`src/rtl/bfly_pair_feeder_pkg.sv`:
```
// Shared definitions for the butterfly pair feeder: default sample width and
// block length, the fill/drain state type, the sample type, and the width
// helper for the pair-index port.
package bfly_pkg;

    localparam int W_DEF = 15;
    localparam int N_DEF = 8;

    typedef enum logic {
        FILL  = 1'b0,
        DRAIN = 1'b1
    } bfly_state_e;

    typedef logic signed [W_DEF-1:0] sample_t;

    // Width of the pair index k in 0..N/2-1, never narrower than one bit.
    function automatic int idx_width(input int n);
        return (n > 2) ? $clog2(n / 2) : 1;
    endfunction

endpackage

```
`src/rtl/bfly_pair_feeder_bank.sv`:
```
// N x W sample register file: one synchronous write port and two
// combinational read ports returning a mirrored pair (k, N-1-k).
// Contents are never reset; the feeder's counters and flags decide what is valid.
module bfly_bank
    import bfly_pkg::*;
#(
    parameter int W = W_DEF,
    parameter int N = N_DEF,
    localparam int AW = $clog2(N)
) (
    input  logic                 clk,
    input  logic                 i_we,
    input  logic [AW-1:0]        i_waddr,
    input  logic signed [W-1:0]  i_wdata,
    input  logic [AW-1:0]        i_rk,
    output logic signed [W-1:0]  o_rd_a,
    output logic signed [W-1:0]  o_rd_b
);

    localparam logic [AW-1:0] TOP_ADDR = AW'(N - 1);

    logic signed [W-1:0] r_mem [N];
    logic [AW-1:0]       w_mirror;

    // Store each accepted sample at its arrival position.
    always_ff @(posedge clk) begin
        if (i_we) begin
            r_mem[i_waddr] <= i_wdata;
        end
    end

    assign w_mirror = TOP_ADDR - i_rk;
    assign o_rd_a   = r_mem[i_rk];
    assign o_rd_b   = r_mem[w_mirror];

endmodule

```
`src/rtl/bfly_pair_feeder.sv`:
```
// Input-side stage of the transform datapath: gathers N serial samples into a
// block and presents mirrored pairs (x[k], x[N-1-k]) to the butterfly.
// Build option: BFLY_FEEDER_PINGPONG_EN selects a two-bank ping-pong buffer
// that accepts one sample per cycle continuously; without it a single bank
// alternates between FILL and DRAIN.
// Handshake: a beat happens on a side whenever valid and ready are both high
// at a rising edge; a presented pair stays constant until it is taken.
// dbg_state: single bank {0, state}; ping-pong {full[1], full[0]}.
module bfly_pair_feeder
    import bfly_pkg::*;
#(
    parameter int W = W_DEF,
    parameter int N = N_DEF,
    localparam int KW = idx_width(N)
) (
    input  logic                 clk,
    input  logic                 rst,
    input  logic                 in_valid,
    output logic                 in_ready,
    input  logic signed [W-1:0]  in_data,
    output logic                 out_valid,
    input  logic                 out_ready,
    output logic signed [W-1:0]  out_a,
    output logic signed [W-1:0]  out_b,
    output logic [KW-1:0]        out_idx,
    output logic                 out_last,
    output logic [1:0]           dbg_state
);

    localparam int AW = $clog2(N);
    localparam logic [AW-1:0] LAST_WR = AW'(N - 1);
    localparam logic [AW-1:0] LAST_RD = AW'(N / 2 - 1);

    logic                r_in_ready;
    logic                r_out_valid;
    logic signed [W-1:0] r_out_a;
    logic signed [W-1:0] r_out_b;
    logic [KW-1:0]       r_out_idx;
    logic                r_out_last;
    logic [AW-1:0]       r_wr_cnt;
    logic [AW-1:0]       r_rd_cnt;

    logic                w_in_fire;
    logic                w_out_fire;
    logic                w_fill_done;
    logic [AW-1:0]       w_nk;
    logic                w_load;
    logic                w_bypass;
    logic                w_other_full;
    logic                w_wr_bank;
    logic                w_rd_bank;
    logic signed [W-1:0] w_rd_a;
    logic signed [W-1:0] w_rd_b;

    assign w_in_fire   = in_valid & r_in_ready;
    assign w_out_fire  = r_out_valid & out_ready;
    assign w_fill_done = w_in_fire & (r_wr_cnt == LAST_WR);

    // Write pointer: next free slot of the bank being filled, wraps after N-1.
    always_ff @(posedge clk) begin
        if (rst) begin
            r_wr_cnt <= '0;
        end else if (w_in_fire) begin
            r_wr_cnt <= w_fill_done ? '0 : r_wr_cnt + AW'(1);
        end
    end

    // Decide which pair to load into the output register next. Pair 0 of a
    // block that completes this very cycle takes x[N-1] straight from in_data,
    // because that sample only lands in the bank at this edge.
    always_comb begin
        w_nk     = '0;
        w_load   = 1'b0;
        w_bypass = 1'b0;
        if (w_out_fire && !r_out_last) begin
            w_load = 1'b1;
            w_nk   = r_rd_cnt + AW'(1);
        end else if (w_out_fire) begin
            if (w_other_full) begin
                w_load = 1'b1;
            end else if (w_fill_done && (w_wr_bank != w_rd_bank)) begin
                w_load   = 1'b1;
                w_bypass = 1'b1;
            end
        end else if (!r_out_valid && w_fill_done) begin
            w_load   = 1'b1;
            w_bypass = 1'b1;
        end
    end

`ifdef BFLY_FEEDER_PINGPONG_EN
    logic [1:0]          r_full;
    logic                r_wr_bank;
    logic                r_rd_bank;
    logic                w_sel;
    logic [1:0]          w_full_nxt;
    logic                w_wr_bank_nxt;
    logic signed [W-1:0] w_a0;
    logic signed [W-1:0] w_b0;
    logic signed [W-1:0] w_a1;
    logic signed [W-1:0] w_b1;

    assign w_wr_bank    = r_wr_bank;
    assign w_rd_bank    = r_rd_bank;
    assign w_other_full = r_full[~r_rd_bank];
    // After the last pair of a bank the next pair comes from the other bank.
    assign w_sel        = (w_out_fire && r_out_last) ? ~r_rd_bank : r_rd_bank;

    bfly_bank #(.W(W), .N(N)) u_bank0 (
        .clk     (clk),
        .i_we    (w_in_fire & (r_wr_bank == 1'b0)),
        .i_waddr (r_wr_cnt),
        .i_wdata (in_data),
        .i_rk    (w_nk),
        .o_rd_a  (w_a0),
        .o_rd_b  (w_b0)
    );

    bfly_bank #(.W(W), .N(N)) u_bank1 (
        .clk     (clk),
        .i_we    (w_in_fire & (r_wr_bank == 1'b1)),
        .i_waddr (r_wr_cnt),
        .i_wdata (in_data),
        .i_rk    (w_nk),
        .o_rd_a  (w_a1),
        .o_rd_b  (w_b1)
    );

    assign w_rd_a = w_sel ? w_a1 : w_a0;
    assign w_rd_b = w_sel ? w_b1 : w_b0;

    // Full flags: set when a bank completes, cleared when its last pair goes out.
    always_comb begin
        w_full_nxt    = r_full;
        w_wr_bank_nxt = r_wr_bank ^ w_fill_done;
        if (w_fill_done) begin
            w_full_nxt[r_wr_bank] = 1'b1;
        end
        if (w_out_fire && r_out_last) begin
            w_full_nxt[r_rd_bank] = 1'b0;
        end
    end

    // Bank bookkeeping and the registered input-side ready.
    always_ff @(posedge clk) begin
        if (rst) begin
            r_full     <= 2'b00;
            r_wr_bank  <= 1'b0;
            r_rd_bank  <= 1'b0;
            r_in_ready <= 1'b1;
        end else begin
            r_full     <= w_full_nxt;
            r_wr_bank  <= w_wr_bank_nxt;
            r_rd_bank  <= r_rd_bank ^ (w_out_fire & r_out_last);
            r_in_ready <= ~w_full_nxt[w_wr_bank_nxt];
        end
    end

    assign dbg_state = r_full;
`else
    bfly_state_e         r_state;
    logic signed [W-1:0] w_a0;
    logic signed [W-1:0] w_b0;

    assign w_wr_bank    = 1'b0;
    assign w_rd_bank    = 1'b0;
    assign w_other_full = 1'b0;

    bfly_bank #(.W(W), .N(N)) u_bank0 (
        .clk     (clk),
        .i_we    (w_in_fire),
        .i_waddr (r_wr_cnt),
        .i_wdata (in_data),
        .i_rk    (w_nk),
        .o_rd_a  (w_a0),
        .o_rd_b  (w_b0)
    );

    assign w_rd_a = w_a0;
    assign w_rd_b = w_b0;

    // FILL accepts samples until the block is complete; DRAIN blocks input
    // until the last pair has been consumed.
    always_ff @(posedge clk) begin
        if (rst) begin
            r_state    <= FILL;
            r_in_ready <= 1'b1;
        end else begin
            case (r_state)
                FILL: begin
                    if (w_fill_done) begin
                        r_state    <= DRAIN;
                        r_in_ready <= 1'b0;
                    end
                end
                DRAIN: begin
                    if (w_out_fire && r_out_last) begin
                        r_state    <= FILL;
                        r_in_ready <= 1'b1;
                    end
                end
                default: begin
                    r_state    <= FILL;
                    r_in_ready <= 1'b1;
                end
            endcase
        end
    end

    assign dbg_state = {1'b0, r_state};
`endif

    // Output pair register: loads the next pair, clears when the stream runs
    // dry, and otherwise holds (which keeps a stalled pair stable).
    always_ff @(posedge clk) begin
        if (rst) begin
            r_out_valid <= 1'b0;
            r_out_a     <= '0;
            r_out_b     <= '0;
            r_out_idx   <= '0;
            r_out_last  <= 1'b0;
            r_rd_cnt    <= '0;
        end else if (w_load) begin
            r_out_valid <= 1'b1;
            r_out_a     <= w_rd_a;
            r_out_b     <= w_bypass ? in_data : w_rd_b;
            r_out_idx   <= w_nk[KW-1:0];
            r_out_last  <= (w_nk == LAST_RD);
            r_rd_cnt    <= w_nk;
        end else if (w_out_fire) begin
            r_out_valid <= 1'b0;
            r_out_a     <= '0;
            r_out_b     <= '0;
            r_out_idx   <= '0;
            r_out_last  <= 1'b0;
            r_rd_cnt    <= '0;
        end
    end

    assign in_ready  = r_in_ready;
    assign out_valid = r_out_valid;
    assign out_a     = r_out_a;
    assign out_b     = r_out_b;
    assign out_idx   = r_out_idx;
    assign out_last  = r_out_last;

endmodule
```
`config.mk`:
```
export PLATFORM = sky130hd
export DESIGN_NAME = bfly_pair_feeder
export DESIGN_NICKNAME = d
export VERILOG_FILES = /design/src/rtl/bfly_pair_feeder_pkg.sv /design/src/rtl/bfly_pair_feeder_bank.sv /design/src/rtl/bfly_pair_feeder.sv
export SDC_FILE = /design/constraint.sdc
export NUM_CORES = 1
export LEC_CHECK = 0
export ABC_CLOCK_PERIOD_IN_PS = 3050
export CAP_MARGIN = 25
export CORE_ASPECT_RATIO = 0.8
export CORE_MARGIN = 2
export CORE_UTILIZATION = 35
export CTS_BUF_LIST = sky130_fd_sc_hd__clkbuf_8
export DETAILED_ROUTE_END_ITERATION = 8
export PLACE_DENSITY = 0.62
export SLEW_MARGIN = 20
export SYNTH_ARGS = -nofsm -noshare
export SYNTH_HDL_FRONTEND = slang
export SYNTH_SLANG_ARGS = --single-unit
```
`constraint.sdc`:
```
create_clock -name clk -period 3.05 [get_ports clk]
set_clock_uncertainty 0.15 [all_clocks]
set_input_delay 0.915 -clock clk [delete_from_list [all_inputs] [get_ports clk]]
set_output_delay 0.915 -clock clk [all_outputs]
set_load 0.03 [all_outputs]
```
## After elaboration in Yosys (flattened, before gate mapping)

Memories as Yosys holds them, arrays and structs flattened.
Index checks and enable logic that the tools add are counted.

| storage, ports and cells | value |
|---|---|
| memories | 1 |
| word-level logic and storage cells | 53 |
| output and inout port bits | 37 |
| register bits after elaboration | 42 |
| memory bits (writable) | 120 |

| operators by class | value |
|---|---|
| add/sub/neg operators | 3 |
| bitwise operators | 4 |
| eq/ne operators | 4 |
| multiplexer cells | 25 |
| reductions and logical operators | 7 |

Memory list:

| memory | words | width | rd ports | clocked after Yosys merged registers in | wr ports | line | source |
|---|---|---|---|---|---|---|---|
| u_bank0.r_mem | 8 | 15 | 2 | 0 | 1 | bfly_pair_feeder_bank.sv:22 | `logic signed [W-1:0] r_mem [N];` |

Operators by type and width:

| operator | count |
|---|---|
| $mux W15 | 4 |
| $mux W1 | 13 |
| $mux W3 | 4 |
| $add A3 B1 Y3 const B | 2 |
| $mux W2 | 2 |
| $pmux W1 S2 | 2 |
| $and A1 B1 Y1 | 3 |
| $eq A3 B2 Y1 const B | 1 |
| $eq A3 B3 Y1 const B | 1 |
| $logic_and A1 B1 Y1 | 3 |
| $sub A3 B3 Y3 const A | 1 |
| $logic_not A1 Y1 | 2 |
| $ne A2 B1 Y1 const B | 1 |
| $ne A2 B2 Y1 const B | 1 |
| $reduce_and A2 Y1 | 1 |
| $reduce_bool A2 Y1 | 1 |
| $not A1 Y1 | 1 |

## Depth between registers and ports, before layout

| logic depth | value |
|---|---|
| depth in word-level cells | 8 |
| mapped depth | 9 |
| depth with buffers taken out | 6 |

## Modules after synthesis

Synthesis repeated with hierarchy kept, for this count alone.

| unflattened totals | value |
|---|---|
| cell total of the unflattened synthesis | 382 |
| area, all modules | 7275.7 sq um |

By module, submodules not included:

| module | cells each | area each (sq um) | times used |
|---|---|---|---|
| bfly_bank | 240 | 5690.5 | 1 |
| bfly_pair_feeder | 142 | 1585.3 | 1 |

## Worst setup path before layout

Ideal clock, no wire load.

| timing | value |
|---|---|
| kind | input to register |
| start | input in_valid |
| end | memory u_bank0.r_mem[4][0] (netlist bit), enable pin |
| cell stages on the path | 2 |
| data arrival time | 2.115 ns |
| path slack | 0.379 ns |
| setup time | 0.406 ns |
| cells stage by stage | nand2b_1 > nor3_1 |

| on the way | value |
|---|---|
| longest elaborated chain between the ends | 3 |

Ends and longest elaborated chain:

| what | line | source |
|---|---|---|
| start, declared | bfly_pair_feeder.sv:18 | `input logic in_valid,` |
| $and A1 B1 Y1 | bfly_pair_feeder.sv:55 | `assign w_in_fire = in_valid & r_in_ready;` |
| $mux W1 | bfly_pair_feeder_bank.sv:27 | `if (i_we) begin` |
| $mux W1 (implied by the code) | bfly_pair_feeder_bank.sv:28 | `r_mem[i_waddr] <= i_wdata;` |
| end, declared | bfly_pair_feeder_bank.sv:22 |  |

Every way passes these cells.

## Final worst setup path

| timing | value |
|---|---|
| start | register r_out_valid (netlist: out_valid) |
| end | output out_valid |

RTL lines:

| what | line | source |
|---|---|---|
| start, declared | bfly_pair_feeder.sv:35 | `logic r_out_valid;` |
| start signal, assigned | bfly_pair_feeder.sv:217 | `r_out_valid <= 1'b0;` |
| start signal, assigned | bfly_pair_feeder.sv:224 | `r_out_valid <= 1'b1;` |
| start signal, assigned | bfly_pair_feeder.sv:231 | `r_out_valid <= 1'b0;` |
| end, declared | bfly_pair_feeder.sv:21 | `output logic out_valid,` |

No word-level cell between the ends.

==> flow_summary.toml <==
[synthesis]
syn_area_um2 = 7230
netlist_instances = 592
syn-num-nets = 614
ys_seq_area_share_pct = 60.9
synth-compound-area-share_pct = 24.4
synth_seq_cells = 160
synth_edf_count = 120
synth_xor_area_share_pct = 0.121
synthSimpleGateAreaFrac_pct = 7.11
synth_area_per_cell_um2 = 12.2
synth_flop_cell = "edfxtp_1"
synthAdderAreaFrac_pct = 0.519
synth_cell_type_count = 44
synth_mux_area_share_pct = 2.08
yosysWarnings = 0
synth_top_family_by_area = "compound AO/OA/AOI/OAI gates"
async_reset_ff_share_pct = 0

[final_layout]
layoutNonFillerInstCount = 938
syn_to_final_growth_pct = 21.6
drive_gt1_share_pct = 18.5
finalNetCount = 678
diodes = 0
n_fill_cell = 1870
fin_area_um2 = 8790

[status]
outcome = "finished clean"

[clocking]
worstSkewPairLatency_ns = 0.47
root_buffer = "clkbuf_8"
cts_resized = 0
cts_tree = "done"
hold_buffers = 0
cts_buffers = 17
post-cts-setup-buffer-count = 0
cts_sinks = 160
cts_max_level = 4
clk_pin_slew_ns = 0.09
clockBufferDepth = 2

[routing]
viasPerCell = 6.08
antenna_left = 0
dr.max_layer_used = "met4"
first_pass_iters = 5
wl_met1_um = 9410
dr_total_vias = 5704
dr_wl_met3_um = 2050
wl_per_cell_um = 23.4
first_iter_violations = 735
wl_met2_um = 9900
wl_um = 21900
drc = 0

[power]
seq_power_share_pct = 55.3
p_total_w = 0.00432
internal_power_w = 0.00336
power_switching_w = 0.000963
power_frac_clock_pct = 41.1
powerDensity_nw_per_um2 = 492
peakVddDrop_mv = 0.223
netSwitchingFraction_pct = 22.3
comb_power_share_pct = 3.6
p_leak_nw = 2.83

[worst_setup_path]
path_class = "flop to primary output"
crit_family = "buffers and inverters"
cp-end-kind = "primary output"
arrival_ns = 1.83
start_kind = "flop"
slowest_stage = "clkdlybuf4s50_1"
r2r_slack_ns = 0.51
crit_fanout = 10
worstPathCellList = "clkdlybuf4s50_1"
path_buf_inv = 1
r2r_start = "out_idx[0]"
startpoint = "out_valid"
cp.required_ns = 1.98
path_depth = 1
r2r_end = "out_a[5]"
crit_path_max_incr_delay_ns = 0.76
worstSetupEndpoint = "out_valid"
r2r_cells = 7

[global_routing]
antenna_found_initial = 0
grt_first_pass_wirelength_um = 33100
grt_overflow = 0
grt_max_degree = 37
grt_pass1_vias = 5607
grt_usage_pct = 20.4

[timing]
tightest_slew_ns = 0.979
max_freq_ghz = 0.345
slew_headroom_pct = 34.5
setup_viol = 0
rsz0062_at_grt = "no"
fin_setup_tns_ns = 0
final.period_utilization_pct = 95.1
fin_crit_ns = 2.90
hold_viol = 0
setup_ws_ns = 0.150
drv_slew = 0

[floorplanning]
dieArea_um2 = 21800
die_y_um = 133
chipWidth_um = 165
rows = 47
core_um2 = 20500
io_pins = 56
start_util_pct = 35.3

[placed_design]
place.gp.congestion = 0.862
dp_slack_ns = -0.00192
portBuffers = 54
hpwl_um = 13700
placed_cell_area_um2 = 8340
dp_cells = 906

[flow_run]
drv_cap = 0

[hold_path]
hold_class = "flop to flop"
hold_start = "out_a[14]"
[flip-flops by register name (all words and copies together) (netlist names)]
signal,count
out_idx,1
out_valid,1
u_bank0.r_mem,120
in_ready,1
r_wr_cnt,3
out_last,1
r_rd_cnt,2
out_b,15
r_state,1
out_a,15
[worst reg2reg max path: stages, from the launching register on]
cell,delay [ns]
dfxtp_1,0.35
buf_4,0.42
inv_2,0.37
and4_4,0.27
buf_12,0.17
a221oi_1,0.31
o21ai_1,0.14
a32o_1,0.26
[stage by stage]
step | utilization, % | hold slack (ns)
floorplan | - | 0.329
global placement | 40.8 | 0.310
detailed placement | 40.8 | 0.312
CTS | 43.0 | 0.334
global route | 43.0 | 0.353
finish | 43.0 | 0.329
[metal layers]
| layer | vias up | GRT usage, % |
|---|---|---|
| li1 | 2464 | - |
| met1 | 2841 | 28.8 |
| met2 | 350 | 30.8 |
| met3 | 49 | 4.23 |
| met4 | 0 | 8.12 |
| met5 | - | 0 |
[synth_stat cells (2+ instances only)]
cell	number	share of area, %
edfxtp_1	120	50
buf_6	8	1.2
clkbuf_1	21	1.1
mux2i_1	15	2.1
nor3_1	10	0.69
a221oi_2	9	1.9
a311oi_1	2	0.24
o22ai_2	10	1.7
inv_1	2	0.10
and4_4	2	0.31
a32o_1	30	4.2
nor2_2	2	0.17
nor3b_1	2	0.21
o22ai_1	6	0.52
nand2b_1	4	0.35
buf_4	11	1.1
nor2_1	30	1.6
a211oi_1	10	1.0
nand3_1	16	1.1
o21ai_0	44	3.0
nand2_2	2	0.17
dfxtp_1	40	11
ha_1	3	0.52
nand2_1	24	1.2
a22oi_1	21	2.2
buf_2	17	1.2
a21oi_1	72	5.0
o21ai_1	20	1.4
a2bb2oi_1	15	1.8
a221oi_1	10	1.2
[cells in the final DEF (no fill, tap or decap), drive strengths merged, types with 4 or more instances in the layout]
cell,n
a211oi,10
a21oi,73
a221oi,19
a22oi,21
a2bb2oi,15
a32o,30
buf,50
bufinv,4
clkbuf,18
clkdlybuf4s50,53
clkinvlp,4
dfxtp,40
edfxtp,120
inv,7
mux2i,15
nand2,27
nand2b,4
nand3,16
nor2,33
nor3,10
o21ai,64
o22ai,16
[power by group through the flow]
stage / logic, W / registers [W] / clock network, W
global placement: 0.000151 / 0.00244 / 0
finish: 0.000157 / 0.00239 / 0.00178
global route: 0.000169 / 0.00239 / 0.00188
floorplan: 0.0000597 / 0.00244 / 0
detailed placement: 0.000156 / 0.00244 / 0
CTS: 0.000156 / 0.00239 / 0.00179
[how the worst min path moves through the flow]
stage	to	depth (start not counted)	slack, ns
final	out_a[14]	1	0.33
after floorplan	r_rd_cnt[2]	2	0.33
after detailed placement	out_a[14]	1	0.31
after global routing	out_a[3]	1	0.35
after global placement	out_a[8]	1	0.31
after CTS	out_a[14]	1	0.33
[final cells by class]
cell class              count  area (um2)  share of cell area, %
repair buffers            103        1040                   11.9
well taps                 269         337                   3.83
clock inverters            14         204                   2.32
inverters                   3        11.3                  0.128
flip-flops and latches    160        4400                   50.1
clock buffers              18         248                   2.82
multi-input cells         371        2540                   28.9
[cell families after synthesis]
| family | after synthesis |
|---|---|
| buffers and inverters | 61 |
| xor gates and xnor gates | 1 |
| adders and majority gates | 3 |
| other | 1 |
| DFF | 160 |
| and+or+nand+nor | 100 |
| AOI/OAI and AO/OA | 251 |
| muxes | 15 |
Power figures use the tool's default switching activity.
